**src/rtl/jt7759_pkg.sv**
```systemverilog
// Shared types and constants for the JT7759 phrase sequencer.
package jt7759_pkg;

  typedef enum logic [3:0] {
    IDLE, HDR, TBL_HI, TBL_LO, DUMMY, CMD, LEN, PLAY, SIL, DONE
  } seq_state_t;

  localparam logic [7:0] CMD_END = 8'h00;
  localparam logic [1:0] OP_SIL  = 2'b00;
  localparam logic [1:0] OP_PLAY = 2'b01;
  localparam logic [1:0] OP_LEN  = 2'b10;
  localparam logic [1:0] OP_REP  = 2'b11;

  localparam int unsigned HDR_TBL_OFS = 5;

  // Address of the big-endian phrase table entry for phrase p
  function automatic logic [16:0] tbl_addr(input logic [7:0] p);
    return 17'(HDR_TBL_OFS) + {8'd0, p, 1'b0};
  endfunction

endpackage

```
**src/rtl/jt7759_rdreq.sv**
```systemverilog
// FIFO control-port master: flush pulses, cs/ok byte handshake with re-arm gap.
module jt7759_rdreq (
  input  logic        clk,
  input  logic        rst,
  input  logic        cen,
  input  logic        flush,
  input  logic [16:0] flush_addr,
  input  logic        req,
  output logic        ack,
  output logic [7:0]  data,
  output logic        ctrl_flush,
  output logic [16:0] ctrl_addr,
  output logic        ctrl_cs,
  input  logic [7:0]  ctrl_din,
  input  logic        ctrl_ok
);

  logic gap;

  // gap keeps cs low for one extra tick after a flush or a completed read,
  // so the FIFO always sees a fresh rising edge of cs
  always_ff @(posedge clk) begin
    if (rst) begin
      ctrl_flush <= 1'b0;
      ctrl_addr  <= '0;
      ctrl_cs    <= 1'b0;
      ack        <= 1'b0;
      data       <= '0;
      gap        <= 1'b0;
    end else begin
      ctrl_flush <= 1'b0;
      if (cen) begin
        ack <= 1'b0;
        if (flush) begin
          ctrl_flush <= 1'b1;
          ctrl_addr  <= flush_addr;
          ctrl_cs    <= 1'b0;
          gap        <= 1'b1;
        end else if (ctrl_cs) begin
          if (ctrl_ok) begin
            data    <= ctrl_din;
            ack     <= 1'b1;
            ctrl_cs <= 1'b0;
            gap     <= 1'b1;
          end
        end else if (gap) begin
          gap <= 1'b0;
        end else begin
          ctrl_cs <= req;
        end
      end
    end
  end

endmodule

```
**src/rtl/jt7759_seq.sv**
```systemverilog
// JT7759 phrase sequencer: header/table walk, command stream, paced nibble output.
// Optional JT7759_REPEAT_EN enables the 11xxxxxx repeat command.
module jt7759_seq
  import jt7759_pkg::*;
#(
  parameter int unsigned SAMPLE_DIV = 8,
  parameter int unsigned SIL_UNIT   = 32
) (
  input  logic        clk,
  input  logic        rst,
  input  logic        cen_ctl,
  input  logic        start,
  input  logic [7:0]  phrase,
  output logic        busyn,
  output logic        err,
  output logic        ctrl_flush,
  output logic [16:0] ctrl_addr,
  output logic        ctrl_busyn,
  output logic        ctrl_cs,
  input  logic [7:0]  ctrl_din,
  input  logic        ctrl_ok,
  output logic [3:0]  nib,
  output logic        nib_en,
  output logic        dec_rst
);

  localparam int unsigned DW = $clog2(SAMPLE_DIV);
  localparam logic [DW-1:0] DIV_END = DW'(SAMPLE_DIV - 1);

  seq_state_t    state, state_n;
  logic [7:0]    phrase_r, phrase_n, tbl_hi, tbl_hi_n, byte_q, byte_q_n;
  logic [16:0]   base, base_n, flush_addr;
  logic [8:0]    nib_cnt, nib_cnt_n;
  logic [11:0]   sil_cnt, sil_cnt_n;
  logic [DW-1:0] div, div_n;
  logic          have, have_n, lo_phase, lo_phase_n;
  logic          busyn_n, err_n, ctrl_busyn_n, nib_en_n, dec_rst_n;
  logic [3:0]    nib_n;
  logic          flush, want, ack;
  logic [7:0]    rd_data;
`ifdef JT7759_REPEAT_EN
  logic          rep_act, rep_act_n;
  logic [3:0]    rep_cnt, rep_cnt_n;
`endif

  jt7759_rdreq u_rdreq (
    .clk        (clk),
    .rst        (rst),
    .cen        (cen_ctl),
    .flush      (flush),
    .flush_addr (flush_addr),
    .req        (want),
    .ack        (ack),
    .data       (rd_data),
    .ctrl_flush (ctrl_flush),
    .ctrl_addr  (ctrl_addr),
    .ctrl_cs    (ctrl_cs),
    .ctrl_din   (ctrl_din),
    .ctrl_ok    (ctrl_ok)
  );

  always_ff @(posedge clk) begin
    if (rst) begin
      state      <= IDLE;
      phrase_r   <= '0;
      tbl_hi     <= '0;
      byte_q     <= '0;
      base       <= '0;
      nib_cnt    <= '0;
      sil_cnt    <= '0;
      div        <= '0;
      have       <= 1'b0;
      lo_phase   <= 1'b0;
      busyn      <= 1'b1;
      err        <= 1'b0;
      ctrl_busyn <= 1'b1;
      nib        <= '0;
      nib_en     <= 1'b0;
      dec_rst    <= 1'b0;
`ifdef JT7759_REPEAT_EN
      rep_act    <= 1'b0;
      rep_cnt    <= '0;
`endif
    end else begin
      state      <= state_n;
      phrase_r   <= phrase_n;
      tbl_hi     <= tbl_hi_n;
      byte_q     <= byte_q_n;
      base       <= base_n;
      nib_cnt    <= nib_cnt_n;
      sil_cnt    <= sil_cnt_n;
      div        <= div_n;
      have       <= have_n;
      lo_phase   <= lo_phase_n;
      busyn      <= busyn_n;
      err        <= err_n;
      ctrl_busyn <= ctrl_busyn_n;
      nib        <= nib_n;
      nib_en     <= nib_en_n;
      dec_rst    <= dec_rst_n;
`ifdef JT7759_REPEAT_EN
      rep_act    <= rep_act_n;
      rep_cnt    <= rep_cnt_n;
`endif
    end
  end

  always_comb begin
    state_n      = state;
    phrase_n     = phrase_r;
    tbl_hi_n     = tbl_hi;
    byte_q_n     = byte_q;
    base_n       = base;
    nib_cnt_n    = nib_cnt;
    sil_cnt_n    = sil_cnt;
    div_n        = div;
    have_n       = have;
    lo_phase_n   = lo_phase;
    busyn_n      = busyn;
    ctrl_busyn_n = ctrl_busyn;
    nib_n        = nib;
    err_n        = 1'b0;
    nib_en_n     = 1'b0;
    dec_rst_n    = 1'b0;
    flush        = 1'b0;
    flush_addr   = '0;
    want         = 1'b0;
`ifdef JT7759_REPEAT_EN
    rep_act_n    = rep_act;
    rep_cnt_n    = rep_cnt;
`endif
    if (cen_ctl) begin
      if (start) begin
        phrase_n     = phrase;
        flush        = 1'b1;
        state_n      = HDR;
        busyn_n      = 1'b0;
        ctrl_busyn_n = 1'b0;
`ifdef JT7759_REPEAT_EN
        rep_act_n    = 1'b0;
`endif
      end else begin
        case (state)
          IDLE: ;
          HDR: begin
            want = 1'b1;
            if (ack) begin
              if (phrase_r > rd_data) begin
                err_n        = 1'b1;
                busyn_n      = 1'b1;
                ctrl_busyn_n = 1'b1;
                state_n      = IDLE;
              end else begin
                flush      = 1'b1;
                flush_addr = tbl_addr(phrase_r);
                state_n    = TBL_HI;
              end
            end
          end
          TBL_HI: begin
            want = 1'b1;
            if (ack) begin
              tbl_hi_n = rd_data;
              state_n  = TBL_LO;
            end
          end
          TBL_LO: begin
            want = 1'b1;
            if (ack) begin
              base_n     = {tbl_hi, rd_data, 1'b0};
              flush      = 1'b1;
              flush_addr = {tbl_hi, rd_data, 1'b0};
              dec_rst_n  = 1'b1;
              state_n    = DUMMY;
            end
          end
          DUMMY: begin
            want = 1'b1;
            if (ack) state_n = CMD;
          end
          CMD: begin
            want = 1'b1;
            if (ack) begin
              if (rd_data == CMD_END) begin
                state_n = DONE;
              end else begin
                case (rd_data[7:6])
                  OP_SIL: begin
                    sil_cnt_n = 12'(32'(rd_data[5:0]) * SIL_UNIT);
                    div_n     = '0;
                    state_n   = SIL;
                  end
                  OP_PLAY: begin
                    nib_cnt_n  = 9'd256;
                    div_n      = '0;
                    have_n     = 1'b0;
                    lo_phase_n = 1'b0;
                    state_n    = PLAY;
                  end
                  OP_LEN: state_n = LEN;
                  OP_REP: begin
`ifdef JT7759_REPEAT_EN
                    // First sight loads the count; later sights decrement and
                    // jump back until the count reaches zero
                    if (!rep_act) begin
                      rep_act_n  = 1'b1;
                      rep_cnt_n  = {1'b0, rd_data[2:0]} + 4'd1;
                      flush      = 1'b1;
                      flush_addr = base + 17'd1;
                    end else if (rep_cnt == 4'd1) begin
                      rep_act_n  = 1'b0;
                      rep_cnt_n  = '0;
                    end else begin
                      rep_cnt_n  = rep_cnt - 4'd1;
                      flush      = 1'b1;
                      flush_addr = base + 17'd1;
                    end
`else
                    state_n = DONE;
`endif
                  end
                endcase
              end
            end
          end
          LEN: begin
            want = 1'b1;
            if (ack) begin
              nib_cnt_n  = {1'b0, rd_data} + 9'd1;
              div_n      = '0;
              have_n     = 1'b0;
              lo_phase_n = 1'b0;
              state_n    = PLAY;
            end
          end
          PLAY: begin
            // Prefetch the next byte only once both nibbles of the last are out;
            // the divider stalls at its terminal value until the byte arrives
            want = !have && !lo_phase;
            if (ack) begin
              byte_q_n = rd_data;
              have_n   = 1'b1;
            end
            if (div != DIV_END) begin
              div_n = div + DW'(1);
            end else if (lo_phase || have || ack) begin
              nib_en_n   = 1'b1;
              nib_n      = lo_phase ? byte_q[3:0] : (have ? byte_q[7:4] : rd_data[7:4]);
              lo_phase_n = !lo_phase;
              if (lo_phase) have_n = 1'b0;
              nib_cnt_n  = nib_cnt - 9'd1;
              div_n      = '0;
              if (nib_cnt == 9'd1) begin
                have_n     = 1'b0;
                lo_phase_n = 1'b0;
                state_n    = CMD;
              end
            end
          end
          SIL: begin
            if (div != DIV_END) begin
              div_n = div + DW'(1);
            end else begin
              div_n     = '0;
              sil_cnt_n = sil_cnt - 12'd1;
              if (sil_cnt == 12'd1) state_n = CMD;
            end
          end
          DONE: begin
            busyn_n      = 1'b1;
            ctrl_busyn_n = 1'b1;
            state_n      = IDLE;
          end
          default: state_n = IDLE;
        endcase
      end
    end
  end

endmodule

```
**config.mk**
```make
export PLATFORM = sky130hd
export DESIGN_NAME = jt7759_seq
export DESIGN_NICKNAME = d
export VERILOG_FILES = /design/src/rtl/jt7759_pkg.sv /design/src/rtl/jt7759_rdreq.sv /design/src/rtl/jt7759_seq.sv
export SDC_FILE = /design/constraint.sdc
export NUM_CORES = 1
export LEC_CHECK = 0
export ABC_AREA = 1
export ABC_CLOCK_PERIOD_IN_PS = 2900
export CAP_MARGIN = 25
export CELL_PAD_IN_SITES_DETAIL_PLACEMENT = 0
export CELL_PAD_IN_SITES_GLOBAL_PLACEMENT = 1
export CORE_MARGIN = 10
export CORE_UTILIZATION = 31
export CTS_BUF_LIST = sky130_fd_sc_hd__clkbuf_8
export DETAILED_ROUTE_END_ITERATION = 7
export DONT_BUFFER_PORTS = 1
export GPL_TIMING_DRIVEN = 0
export MAX_ROUTING_LAYER = met4
export PLACE_DENSITY = 0.68
export SYNTH_ARGS = -nofsm -noshare
export SYNTH_HDL_FRONTEND = slang
export SYNTH_HIERARCHICAL = 1
export SYNTH_SLANG_ARGS = --single-unit
```
**constraint.sdc**
```tcl
create_clock -name clk -period 2.9 [get_ports clk]
set_input_delay 0.725 -clock clk [delete_from_list [all_inputs] [get_ports clk]]
set_output_delay 0.725 -clock clk [all_outputs]
set_load 0.01 [all_outputs]
```
Word-level counts from Yosys, hierarchy flattened

Index checks and enable logic that the tools add are counted.

Output and inout bits: 28
Flip-flop bits (word level): 91
Word-level logic and storage cells: 186
Input bits: 21

Reductions and logical operators: 31
Mux-type cells: 82
Add/subtract/negate cells: 5
Equal/unequal tests: 39
Order comparisons: 1
Bitwise operators: 8

Operator list:

| cell                                                                    | number |
|---|---|
| 4-bit 2-to-1 mux                                                        | 15 |
| 9-bit 2-to-1 mux                                                        | 6 |
| 12-bit 2-to-1 mux                                                       | 4 |
| 4-bit one-hot mux with 9 select lines                                   | 1 |
| 1-bit 2-to-1 mux                                                        | 34 |
| 17-bit 2-to-1 mux                                                       | 2 |
| 17-bit one-hot mux with 2 select lines                                  | 1 |
| 3-bit != test (second input constant)                                   | 9 |
| 9-bit one-hot mux with 3 select lines                                   | 1 |
| 12-bit one-hot mux with 2 select lines                                  | 1 |
| 3-bit 2-to-1 mux                                                        | 7 |
| 10-bit 2-to-1 mux                                                       | 2 |
| 3-bit by 2-bit != test with 1-bit output (second input constant)        | 6 |
| 4-bit by 3-bit equality test with 1-bit output (second input constant)  | 4 |
| 2-bit != test (second input constant)                                   | 8 |
| 4-bit one-hot mux with 4 select lines                                   | 1 |
| 4-bit AND reduction                                                     | 4 |
| 7-bit AND reduction                                                     | 2 |
| 13-bit AND reduction                                                    | 1 |
| 12-bit by 1-bit equality test with 1-bit output (second input constant) | 1 |
| 3-bit one-hot mux with 4 select lines                                   | 1 |
| 12-bit by 1-bit subtractor with 12-bit output (second input constant)   | 1 |
| 3-bit by 9-bit adder with 10-bit output (first input constant)          | 1 |
| 5-bit OR reduction                                                      | 2 |
| 31 further kinds                                                        | 51 |

Longest topological paths before layout

Gate-level depths: netlist (run 1).

Depth in word-level cells: 8
Gate-level depth with buffers: 18
Depth with buffers taken out: 17

Modules after synthesis

The synthesis (run 1) kept the hierarchy.

By module, submodules not included:

| module       | sequential area each (um2) | cells each | instances | area an instance (um2) |
|---|---|---|---|---|
| jt7759_seq   | 1241.2                     | 589        | 1         | 3941.3 |
| jt7759_rdreq | 580.6                      | 150        | 1         | 1136.1 |

Worst setup path after synthesis (run 1)

Ideal clock, no wire load.

Path type: register to register
From: register u_rdreq.data[5]
To: register u_rdreq.ctrl_addr[0]
Slack: 0.645 ns
Path buffers: 2
Cell stages (with the launch flop): 16
Arrival time: 2.190 ns
Path through: dfxtp_1 inv_1 ha_1 a21oi_1 nor2_1 nor2_1 nand2_1 nand2_1 nand2_1 a31oi_1 nand2_2 buf_6 inv_8 buf_12 nor2_2 nor2_1

Word-level cells in the longest chain between the ends: 7
Elaborated cells on any way between the ends: 11
Classes of those cells: order compare (1); mux (9); reduce/logical (1)

RTL lines:

| element                               | line               | RTL |
|---|---|---|
| start, declared                       | jt7759_rdreq.sv:10 | `output logic [7:0] data,` |
| start signal, assigned                | jt7759_rdreq.sv:41 | `data <= ctrl_din;` |
| 8-bit greater-than comparator         | jt7759_seq.sv:148  | `if (phrase_r > rd_data) begin` |
| 1-bit 2-to-1 mux                      | jt7759_seq.sv:148  |  |
| 1-bit 2-to-1 mux                      | jt7759_seq.sv:147  | `if (ack) begin` |
| 1-bit one-hot mux with 2 select lines | jt7759_seq.sv:143  | `case (state)` |
| 1-bit 2-to-1 mux                      | jt7759_seq.sv:133  | `if (start) begin` |
| 1-bit 2-to-1 mux                      | jt7759_seq.sv:132  | `if (cen_ctl) begin` |
| net flush                             | jt7759_seq.sv:39   | `logic flush, want, ack;` |
| 2-bit AND reduction (no source line)  | -                  |  |
| end signal, assigned                  | jt7759_rdreq.sv:36 | `ctrl_addr <= flush_addr;` |
| end, declared                         | jt7759_rdreq.sv:12 | `output logic [16:0] ctrl_addr,` |

The timed path passes the listed nets, and every way through them passes these cells.
A chain may end at the register's enable or synchronous reset.

Worst setup path in the final report (run 1)

From: register u_rdreq.data[1]
To: register u_rdreq.ctrl_addr[14]

Same word-level chain as after synthesis.

==> run_results.csv, run 1 <==
group,metric,value,unit
setup_path,worst_r2r_startpoint,"u_rdreq/data[1]",
synthesis,top_flip_flop_cell_by_instance_count_after_synthesis,"dfxtp_1",
synthesis,synth_edf_count,0,
timing,timing.final.crit_share,90.8,%
pwr,internal_power,1.87,mW
drt,initialDrtViolationCount,294,
setup_path,worstSetupPathType,"flip-flop to flip-flop",
clock_tree,cts_inserted_buffers,9,
floorplan,dieWidth,148,µm
setup_path,critical-path-top-delay-family,"simple AND/OR/NAND/NOR gates",
final_layout,final_layout_size_suffix_gt1_share,11.2,%
drt,dr_total_vias,4820,
worst_hold_path,timing.hold.worst_path_depth,1,
clock_tree,worst_skew_pair.late_latency,0.39,ns
drt,antenna_violation_net_count_after_detailed_routing,0,
synthesis,synthesis.instances,739,
floorplan,die_height,148,µm
clock_tree,clock_path_buffers,2,
synthesis,yosys.area.top_type_share,35.9,%
clock_tree,cts-root-buf,"clkbuf_8",
synthesis,synth_seq_cells,91,
synthesis,asyncSetResetFlopFracSynth,0,%
synthesis,synth_top_cells_by_area,"dfxtp_1 (36%), nor2_1 (9.9%), nand2_1 (8.2%), o21ai_0 (6.9%), a21oi_1 (6.0%)",
final_layout,syn2layout_area_growth,11.6,%
floorplan,io_pins,49,
outcome,result_of_the_run,"finished clean",
synthesis,syn-num-nets,781,
placed_design,dpl.cell_count,955,
clock_tree,worst_setup_hold_path_clk_slew,0.09,ns
pwr,power.density,445,nW/µm²
setup_path,crit_path_max_fanout,10,
setup_path,worstReg2RegEnd,"u_rdreq/ctrl_addr[14]",
setup_path,setup.reg_to_reg.worst_slack,0.27,ns
worst_hold_path,hold_start,"rst",
setup_path,critical_path.startpoint_type,"flip-flop",
timing,timing.max_slew.rel_slack,53.6,%
timing,min_period,2.63,ns
synthesis,ys_types,40,
timing,hold_violations,0,
timing,timing_max_transition_violations_final,0,
clock_tree,htree_num_levels,3,
placed_design,dp.final_hpwl,11500,µm
floorplan,dieArea,21900,µm²
pwr,p_leak,2.20,nW
final_layout,final_cells,977,
global_route,groute.usage.overall,14.3,%
setup_path,ff2ff_path_depth,15,
timing,worst_slew_pin_slew,0.697,ns
global_route,grt-ovfl-total,0,
floorplan,fp-row-count,46,
final_layout,finish.net_count,798,
drt,via_per_inst,4.93,
clock_tree,cts_tree,"built",
synthesis,synth.avg_cell_area,6.87,µm²
setup_path,worst_ep_arrival_time,2.92,ns
drt,post-route-drc-count,0,
global_route,grt_antenna_before_repair,0,
timing,max_freq,380,MHz
setup_path,critical-path-slowest-cell,"dfxtp_1",
worst_hold_path,worstHoldEndpoint,"u_rdreq/ack",
timing,fin_hold_ws,0.396,ns
global_route,grt_pass1_vias,4540,
setup_path,end_kind,"flip-flop",
placed_design,gpl.final_weighted_congestion,0.885,
placed_design,numPortBuffers,0,
setup_path,crit_top_cell,"nand2_1",
pwr,worst_ir_drop_vdd,0.245,mV
setup_path,cpPeakStageDelay,0.35,ns
pwr,net-switching-power,0.654,mW
timing,fin_setup_tns,0,ns
drt,routed_wirelength,15200,µm
final_layout,insertedDiodeCount,0,
synthesis,netlist_area,5080,µm²
floorplan,floorplan.core_area,15900,µm²
global_route,grt_start_max_net_pins,16,
setup_path,required,3.19,ns
timing,setup_viol,0,
pwr,power.sequential.fraction,51.7,%
global_route,grt_pass1_wl,24100,µm
clock_tree,holdBufCountCts,0,
pwr,pwr-share-clk,41.1,%
pwr,power.share.switching,25.9,%
floorplan,effective_utilization_at_floorplan,31.8,%
drt,drt-pass1-iter-count,5,
synthesis,synth_sequential_area_ratio,35.9,%
synthesis,synth_warnings,6,
timing,finClkSkew,0.0119,ns
drt,routedWlPerCell,15.5,µm
setup_path,crit_path_cell_trace,"inv_1, ha_1, nand2_1, nand2_1, nand2_1, nand2_1, nand2_1, nand2_1, nand2_1, nand2_2, a31oi_4, nand2_2, clkbuf_1, o21ai_0, nor2_1",
clock_tree,clock_sinks,91,
setup_path,worst-path-buf-inv,2,
synthesis,synth_area_leader_cell,"dfxtp_1",
timing,grt_setup_unrepaired,"no",
job,total_of_max_cap_violations,0,
pwr,comb_power_share,7.2,%
worst_hold_path,min-delay-path-class,"input pin to flip-flop",
timing repair:
| action | CTS | global route |
|---|---|---|
| pin swaps | 0 | 0 |
| resized for setup | 2 | 9 |
| setup buffers | 1 | 5 |
| setup endpoints to repair | 25 | 28 |
registers in the layout, summed over array words and instances, names as in the netlist, 8 cells and up:
name and cells:
tbl_hi 8, byte_q 8, nib_cnt 9, u_rdreq/data 8, u_rdreq/ctrl_addr 17, phrase_r 8
sil_cnt 12
layer usage:
metal  wire [µm]  part of all wire [%]  global-route usage, %  vias up
li1            -                     -                      -     2471
met1        7270                    48                   18.0     2254
met2        6960                    46                   22.1       75
met3         651                   4.3                   2.69       20
met4         288                   1.9                   5.55        0
met5           0                     0                      -        -
cells in the mapped netlist (5+ instances only):
cell      instances
xor2_1            8
inv_2             7
nand2_1         111
nand4_1          11
nor2_1          134
nor2_2           15
nor2_4            7
a21oi_1          61
inv_1            72
nand3_1          34
a211oi_1          5
clkbuf_1          9
o21ai_0          70
ha_1             21
dfxtp_1          91
o21ai_1           6
buf_2             5
o22ai_1           9
nor3_1           20
power groups by stage:
stage | logic [mW] | clock network, mW | registers (mW)
detailed placement | 0.179 | 0 | 1.33
global placement | 0.177 | 0 | 1.33
finish | 0.182 | 1.04 | 1.30
global route | 0.207 | 1.12 | 1.31
floorplan | 0.135 | 0 | 1.32
CTS | 0.180 | 1.06 | 1.30
cells by family after synthesis:
kind of cell	synth area share [%]
compound gates	17.7
xor+xnor	1.90
fa+ha+maj	5.17
buf+inv	9.14
flops	35.9
simple gates	30.2
layout make-up:
type | count | area, µm²
well taps | 216 | 270
clock buffers | 11 | 151
plain buffers | 22 | 143
flip-flops and latches | 91 | 1830
clock inverters | 5 | 85.1
inverters | 83 | 333
multi-input cells | 543 | 2810
fillers | 1748 | 10300
repair buffers | 6 | 45.0
how the worst max path moves through the flow:
stage                     from  slack (ns)                    end  cells after the start
2_1_floorplan  u_rdreq/data[5]        0.65   u_rdreq/ctrl_addr[0]                     15
3_3_place_gp   u_rdreq/data[6]       -0.05   u_rdreq/ctrl_addr[2]                     12
3_5_place_dp   u_rdreq/data[6]       -0.11  u_rdreq/ctrl_addr[14]                     12
4_1_cts        u_rdreq/data[2]       0.005        u_rdreq/data[3]                     15
5_1_grt        u_rdreq/data[5]        0.04  u_rdreq/ctrl_addr[12]                     13
6_report       u_rdreq/data[1]        0.27  u_rdreq/ctrl_addr[14]                     15
per-stage QoR:
step	area [µm²]	utilization [%]	setup slack (ns)	power, mW
6_report	5660	35.5	0.266	2.52
5_1_grt	5660	35.5	0.0422	2.64
4_1_cts	5600	35.1	0.00530	2.54
3_5_place_dp	5350	33.5	-0.113	1.51
3_3_place_gp	5350	33.5	-0.0464	1.51
2_1_floorplan	5080	-	0.645	1.46
layout by cell type, fill, tap and decap left out, drive strengths merged:
master    synthesis  final
a211oi            7      7
buf              13     19
xnor2             3      3
a21o              1      1
o21ai            76     76
clkinv            2      4
clkbuf            9     20
nand4            11     11
clkinvlp          0      4
a21oi            61     61
bufinv            0      2
nand3b            4      4
ha               21     21
nor2            156    156
nand3            37     37
nor4              1      1
o21bai            2      2
o221ai            1      1
a31oi             3      3
or2               1      1
inv              81     78
o211ai            3      3
xor2              8      8
o22ai             9      9
o31ai             3      3
dfxtp            91     91
nor3             21     21
nand2           114    114
Note: power is estimated with default switching activity, not from simulation.
==> run 2, diff against run 1 <==
BUFFER_PORTS_ARGS = -buffer_cell sky130_fd_sc_hd__buf_2   (was unset)
DONT_BUFFER_PORTS = unset   (was 1)
PLACE_DENSITY = 0.71   (was 0.68)
==> run_results.csv, run 2 (synthesis gave the netlist of run 1 again) <==
group,metric,value,unit
outcome,result_of_the_run,"finished clean",
final_layout,finish.net_count,843,
clock_tree,htree_num_levels,3,
clock_tree,worst_setup_hold_path_clk_slew,0.09,ns
final_layout,n_fill_cell,1792,
final_layout,most_frequent_standard_cell_in_the_layout_excluding_fill_and_tap_cells,"nor2_1",
global_route,grt_pass1_vias,4636,
timing,timing_max_transition_violations_final,0,
timing,min_period,2.62,ns
setup_path,critical-path-slowest-cell,"dfxtp_1",
global_route,grt_pass1_wl,24500,µm
setup_path,crit_path_max_fanout,10,
clock_tree,cts_tree,"built",
placed_design,place_worst_setup_slack,-0.0628,ns
clock_tree,worst_skew_pair.late_latency,0.38,ns
setup_path,worst_r2r_startpoint,"u_rdreq/data[3]",
placed_design,gpl.final_weighted_congestion,0.870,
final_layout,final_layout_size_suffix_gt1_share,15.5,%
timing,postLayoutSetupSlackWorst,0.284,ns
worst_hold_path,hold_start,"div[1]",
global_route,global_route.usage.met2,21.1,%
timing,timing.final.crit_share,90.2,%
global_route,grt-ovfl-total,0,
worst_hold_path,worstHoldEndpoint,"div[1]",
final_layout,regMostFlops,"u_rdreq/ctrl_addr",
setup_path,required,3.17,ns
setup_path,setup.reg_to_reg.worst_slack,0.28,ns
drt,dr_total_vias,4812,
setup_path,worstSetupPathType,"flip-flop to flip-flop",
global_route,groute.usage.overall,14.3,%
floorplan,floorplan.core_area,15900,µm²
drt,routed_wirelength,15100,µm
clock_tree,cts-root-buf,"clkbuf_8",
worst_hold_path,min-delay-path-class,"flip-flop to flip-flop",
timing,finClkSkew,0.0166,ns
floorplan,die_height,148,µm
setup_path,end_kind,"flip-flop",
pwr,power.density,419,nW/µm²
drt,post-route-drc-count,0,
final_layout,layout_top_registers,"u_rdreq/ctrl_addr: 17 flops, sil_cnt: 12 flops, nib_cnt: 9 flops",
final_layout,syn2layout_area_growth,15.1,%
final_layout,postLayoutCellArea,5840,µm²
global_route,met1_usage,19.4,%
drt,antenna_violation_net_count_after_detailed_routing,0,
timing,worst_slew_pin_slew,0.734,ns
floorplan,dieWidth,148,µm
pwr,p_leak,2.41,nW
pwr,worst_ir_drop_vdd,0.266,mV
drt,drt-pass1-iter-count,5,
drt,initialDrtViolationCount,266,
setup_path,ff2ff_path_depth,15,
floorplan,io_pins,49,
placed_design,post_place_cell_area,5590,µm²
final_layout,insertedDiodeCount,0,
placed_design,numPortBuffers,48,
placed_design,dp.final_hpwl,11300,µm
floorplan,fp-row-count,46,
floorplan,effective_utilization_at_floorplan,31.8,%
clock_tree,holdBufCountCts,0,
timing,grt_setup_unrepaired,"no",
clock_tree,clock_sinks,91,
global_route,grt_util_met3,1.65,%
drt,routedWlPerCell,14.8,µm
timing,max_freq,382,MHz
clock_tree,cts_inserted_buffers,9,
drt,via_per_inst,4.72,
job,total_of_max_cap_violations,0,
pwr,report.power.total,2.45,mW
setup_path,cpPeakStageDelay,0.48,ns
clock_tree,clock_path_buffers,2,
final_layout,most_frequent_cells_in_the_layout,"nor2_1 (134), nand2_1 (110), dfxtp_1 (87)",
timing,timing.max_slew.rel_slack,51.0,%
worst_hold_path,timing.hold.worst_path_depth,2,
setup_path,worstReg2RegEnd,"u_rdreq/ctrl_addr[3]",
global_route,grt_most_used_layer,"met2",
timing,hold_violations,0,
timing,setup_viol,0,
floorplan,dieArea,21900,µm²
setup_path,worst_ep_arrival_time,2.89,ns
setup_path,crit_top_cell,"nand2_1",
global_route,grt_antenna_before_repair,0,
setup_path,critical_path.startpoint_type,"flip-flop",
setup_path,crit_path_cell_trace,"clkinvlp_4, ha_1, nand2_1, inv_1, nand2_1, nand2_1, nand2_1, nand2_1, nand2_1, nand2_2, a31oi_4, nand2_2, clkbuf_2, o21ai_0, nor2_1",
global_route,grt_start_max_net_pins,14,
final_layout,largest_reg_flops,17,
run 2: metal layers:
layer  wire length, µm  vias to the layer above
met1              7610                     2145
met2              6640                       92
met3               572                       17
met4               248                        0
met5                 0                        -
li1                  -                     2558
run 2: through the flow:
stage	util [%]	hold WS [ns]	TNS, ns	std cells
after floorplan	-	0.427	0	739
after global placement	35.0	0.440	-0.157	1003
after detailed placement	35.0	0.450	-0.346	1003
after CTS	36.4	0.463	0	1018
after global routing	36.7	0.482	0	1020
final	36.7	0.460	0	1020
run 2: worst max-delay path by stage:
stage               startpoint                   end  slack, ns  depth (start not counted)
2_1_floorplan  u_rdreq/data[5]  u_rdreq/ctrl_addr[0]       0.65                         15
3_3_place_gp   u_rdreq/data[5]  u_rdreq/ctrl_addr[4]      -0.03                         13
3_5_place_dp   u_rdreq/data[5]  u_rdreq/ctrl_addr[3]      -0.06                         13
4_1_cts        u_rdreq/data[5]  u_rdreq/ctrl_addr[3]      0.003                         13
5_1_grt        u_rdreq/data[3]  u_rdreq/ctrl_addr[3]       0.05                         15
6_report       u_rdreq/data[3]  u_rdreq/ctrl_addr[3]       0.28                         15
run 2: worst max-delay path: cells and delay by family (launching register included):
kind | cells | cell delay [ns]
DFF | 1 | 0.48
buffers and inverters | 3 | 0.48
adders and majority gates | 1 | 0.34
AOI/OAI and AO/OA | 2 | 0.46
and+or+nand+nor | 9 | 0.74
run 2: power by group:
part           leakage [nW]  switching [mW]  internal, mW
logic                  1.57           0.141        0.0788
registers             0.739          0.0206          1.27
clock network         0.108           0.468         0.469
total                  2.41           0.630          1.82
run 2: timing repair:
item / in CTS / in global routing
pin swaps: 0 / 0
setup buffers: 1 / 2
setup endpoints to repair: 10 / 29
gates resized for setup: 2 / 10
run 2: cell type report:
| class | count | area [µm²] | share of cell area [%] |
|---|---|---|---|
| timing repair buffer | 51 | 263 | 4.50 |
| clock inverter | 5 | 72.6 | 1.24 |
| tap | 216 | 270 | 4.63 |
| inverter | 83 | 329 | 5.63 |
| sequential | 91 | 1830 | 31.3 |
| buffer | 22 | 144 | 2.46 |
| multi-input combinational | 543 | 2810 | 48.2 |
| clock buffer | 9 | 124 | 2.12 |
==> run 3, diff against run 2 <==
ABC_AREA = unset   (was 1)
PLACE_DENSITY = 0.69   (was 0.71)
==> run_results.csv, run 3 <==
group,metric,value,unit
outcome,result_of_the_run,"finished clean",
global_route,grt-ovfl-total,0,
setup_path,critical-path-top-delay-family,"compound AO/OA/AOI/OAI gates",
synthesis,ys_types,73,
placed_design,numPortBuffers,48,
worst_hold_path,hold_start,"u_rdreq/data[3]",
setup_path,ff2ff_path_depth,10,
worst_hold_path,timing.hold.worst_path_depth,2,
clock_tree,htree_num_levels,3,
floorplan,io_pins,49,
drt,via_per_inst,5.43,
pwr,power.density,375,nW/µm²
timing,hold_violations,0,
clock_tree,worst_skew_pair.late_latency,0.39,ns
final_layout,n_fill_cell,1815,
setup_path,critical-path-slowest-cell,"dfxtp_2",
synthesis,synth_seq_cells,91,
timing,setup_viol,0,
timing,min_period,2.78,ns
worst_hold_path,min-delay-path-class,"flip-flop to flip-flop",
setup_path,critical_path.startpoint_type,"flip-flop",
final_layout,insertedDiodeCount,0,
synthesis,top_flip_flop_cell_by_instance_count_after_synthesis,"dfxtp_1",
synthesis,asyncSetResetFlopFracSynth,0,%
synthesis,syn-num-nets,692,
clock_tree,clock_sinks,91,
drt,antenna_violation_net_count_after_detailed_routing,0,
pwr,report.power.total,2.32,mW
final_layout,most_frequent_standard_cell_in_the_layout_excluding_fill_and_tap_cells,"dfxtp_1",
drt,drt-pass1-iter-count,5,
setup_path,crit_path_cell_trace,"inv_1, ha_1, nand4_1, a21oi_1, o32ai_2, buf_4, o31a_1, buf_6, or3b_4, o211a_1",
global_route,grt_start_max_net_pins,16,
floorplan,dieArea,23200,µm²
setup_path,worst_r2r_startpoint,"u_rdreq/data[5]",
clock_tree,holdBufCountCts,0,
placed_design,gpl.final_weighted_congestion,0.891,
timing,timing.final.crit_share,95.8,%
synthesis,netlist_area,5430,µm²
setup_path,worst_ep_arrival_time,3.06,ns
clock_tree,cts_inserted_buffers,9,
synthesis,synth_area_leader_cell,"dfxtp_1",
final_layout,layout_top_registers,"u_rdreq/ctrl_addr: 17 flops, sil_cnt: 12 flops, nib_cnt: 9 flops",
setup_path,crit_path_max_fanout,10,
timing,fin_hold_ws,0.482,ns
job,total_of_max_cap_violations,0,
final_layout,most_frequent_cells_in_the_layout,"dfxtp_1 (86), a21oi_1 (71), buf_2 (64)",
timing,worst_slew_pin_slew,0.909,ns
floorplan,fp-row-count,48,
synthesis,yosys.area.top_type_share,33.6,%
clock_tree,clock_path_buffers,2,
timing,timing_max_transition_violations_final,0,
synthesis,synth_sequential_area_ratio,33.6,%
floorplan,die_height,152,µm
placed_design,post_place_cell_area,5950,µm²
clock_tree,cts_tree,"built",
global_route,groute.usage.overall,14.6,%
synthesis,synth_warnings,6,
floorplan,floorplan.core_area,17200,µm²
drt,post-route-drc-count,0,
setup_path,worst-path-buf-inv,3,
pwr,p_leak,2.34,nW
final_layout,postLayoutCellArea,6190,µm²
timing,grt_setup_unrepaired,"no",
global_route,grt_antenna_before_repair,0,
synthesis,synth_edf_count,0,
global_route,grt_pass1_wl,27100,µm
synthesis,synth_top_cells_by_area,"dfxtp_1 (34%), a21oi_1 (6.5%), mux2i_1 (5.4%), ha_1 (4.8%), nand3_1 (3.6%)",
final_layout,regMostFlops,"u_rdreq/ctrl_addr",
synthesis,synth.avg_cell_area,8.35,µm²
drt,routedWlPerCell,18.1,µm
final_layout,finish.net_count,754,
worst_hold_path,worstHoldEndpoint,"u_rdreq/data[3]",
drt,initialDrtViolationCount,428,
drt,dr_total_vias,5114,
floorplan,dieWidth,152,µm
synthesis,yosysMostFrequentCell,"dfxtp_1",
clock_tree,cts-root-buf,"clkbuf_8",
pwr,worst_ir_drop_vdd,0.289,mV
setup_path,worstSetupPathType,"flip-flop to flip-flop",
synthesis,synth.top_cells.by_count,"dfxtp_1 (91), a21oi_1 (71), nand2_1 (43)",
setup_path,cpPeakStageDelay,0.52,ns
synthesis,synthesis.instances,650,
timing,max_freq,360,MHz
setup_path,end_kind,"flip-flop",
setup_path,setup.reg_to_reg.worst_slack,0.12,ns
final_layout,largest_reg_flops,17,
final_layout,syn2layout_area_growth,14.0,%
global_route,grt_pass1_vias,4940,
timing,timing.max_slew.rel_slack,38.9,%
floorplan,effective_utilization_at_floorplan,31.5,%
setup_path,worstReg2RegEnd,"u_rdreq/gap",
clock_tree,worst_setup_hold_path_clk_slew,0.09,ns
final_layout,final_layout_size_suffix_gt1_share,17.0,%
timing,finClkSkew,0.0108,ns
setup_path,required,3.19,ns
drt,routed_wirelength,17100,µm
placed_design,dp.final_hpwl,12700,µm
-- run 3: cell types whose count changed after synthesis, sizes merged, moves of 24 or more --
cell and change:
nand2 -70, nor2 -116, inv -60, mux2i +29
nand2b +24, o21ai -40
-- run 3: logic make-up (layout without fill, tap and decap cells) --
family | count (synthesis) | in the layout | share of synthesized area [%]
AND/OR/NAND/NOR | 238 | 238 | 24.3
AO/OA/AOI/OAI | 184 | 184 | 22.7
flip-flops | 91 | 91 | 33.6
buffers and inverters | 74 | 141 | 6.76
multiplexers | 32 | 32 | 6.18
adder cells (fa/ha/maj) | 21 | 21 | 4.84
XOR/XNOR | 10 | 10 | 1.61
-- run 3: power breakdown --
| group | switching (mW) | internal, mW | leakage [nW] | total (mW) |
|---|---|---|---|---|
| registers | 0.0102 | 1.25 | 0.738 | 1.26 |
| logic | 0.121 | 0.0814 | 1.51 | 0.203 |
| clock network | 0.494 | 0.360 | 0.0915 | 0.854 |
-- run 3: worst max-delay path by stage --
stage                                 end  slack (ns)            start  depth (start not counted)
floorplan                     u_rdreq/ack        0.20  u_rdreq/data[1]                         11
detailed placement  u_rdreq/ctrl_addr[14]       -0.55  u_rdreq/data[1]                         12
global placement              u_rdreq/ack       -0.47  u_rdreq/data[1]                         11
finish                        u_rdreq/gap        0.12  u_rdreq/data[5]                         10
global route                  u_rdreq/gap       0.001  u_rdreq/data[5]                         10
CTS                           u_rdreq/gap       0.006  u_rdreq/data[6]                         10
-- run 3: stage by stage --
step	utilization, %	setup slack, ns	setup TNS (ns)	instances
5_1_grt	35.9	0.00103	0	942
4_1_cts	35.7	0.00574	0	939
3_3_place_gp	34.5	-0.468	-11.63	923
6_report	35.9	0.122	0	942
2_1_floorplan	-	0.196	0	650
3_5_place_dp	34.5	-0.552	-13.79	923
-- run 3: cell type report --
type,count,area [µm²],area share [%]
inverters,21,78.8,1.27
plain buffers,53,294,4.75
clock inverters,5,37.5,0.607
well taps,225,282,4.55
clock buffers,11,151,2.45
multi-input cells,485,3240,52.4
flip-flops and latches,91,1840,29.7
repair buffers,51,263,4.25
-- run 3: tightest hold or removal path, cell delays in order (launching register included) --
cell	delay (ns)
dfxtp_1	0.32
nand2b_1	0.06
mux2i_1	0.06
-- run 3: timing repair --
item / 4_1_cts / 5_1_grt
endpoints found under the setup margin: 29 / 28
pin swaps: 0 / 1
gates cloned: 0 / 0
gates resized for setup: 11 / 2
setup buffers: 0 / 3
-- run 3: per-layer routing --
metal	track usage (%)	part of all wire (%)
met2	21.8	45
met1	19.3	48
met4	4.72	1.9
met5	-	0
met3	2.71	5.3
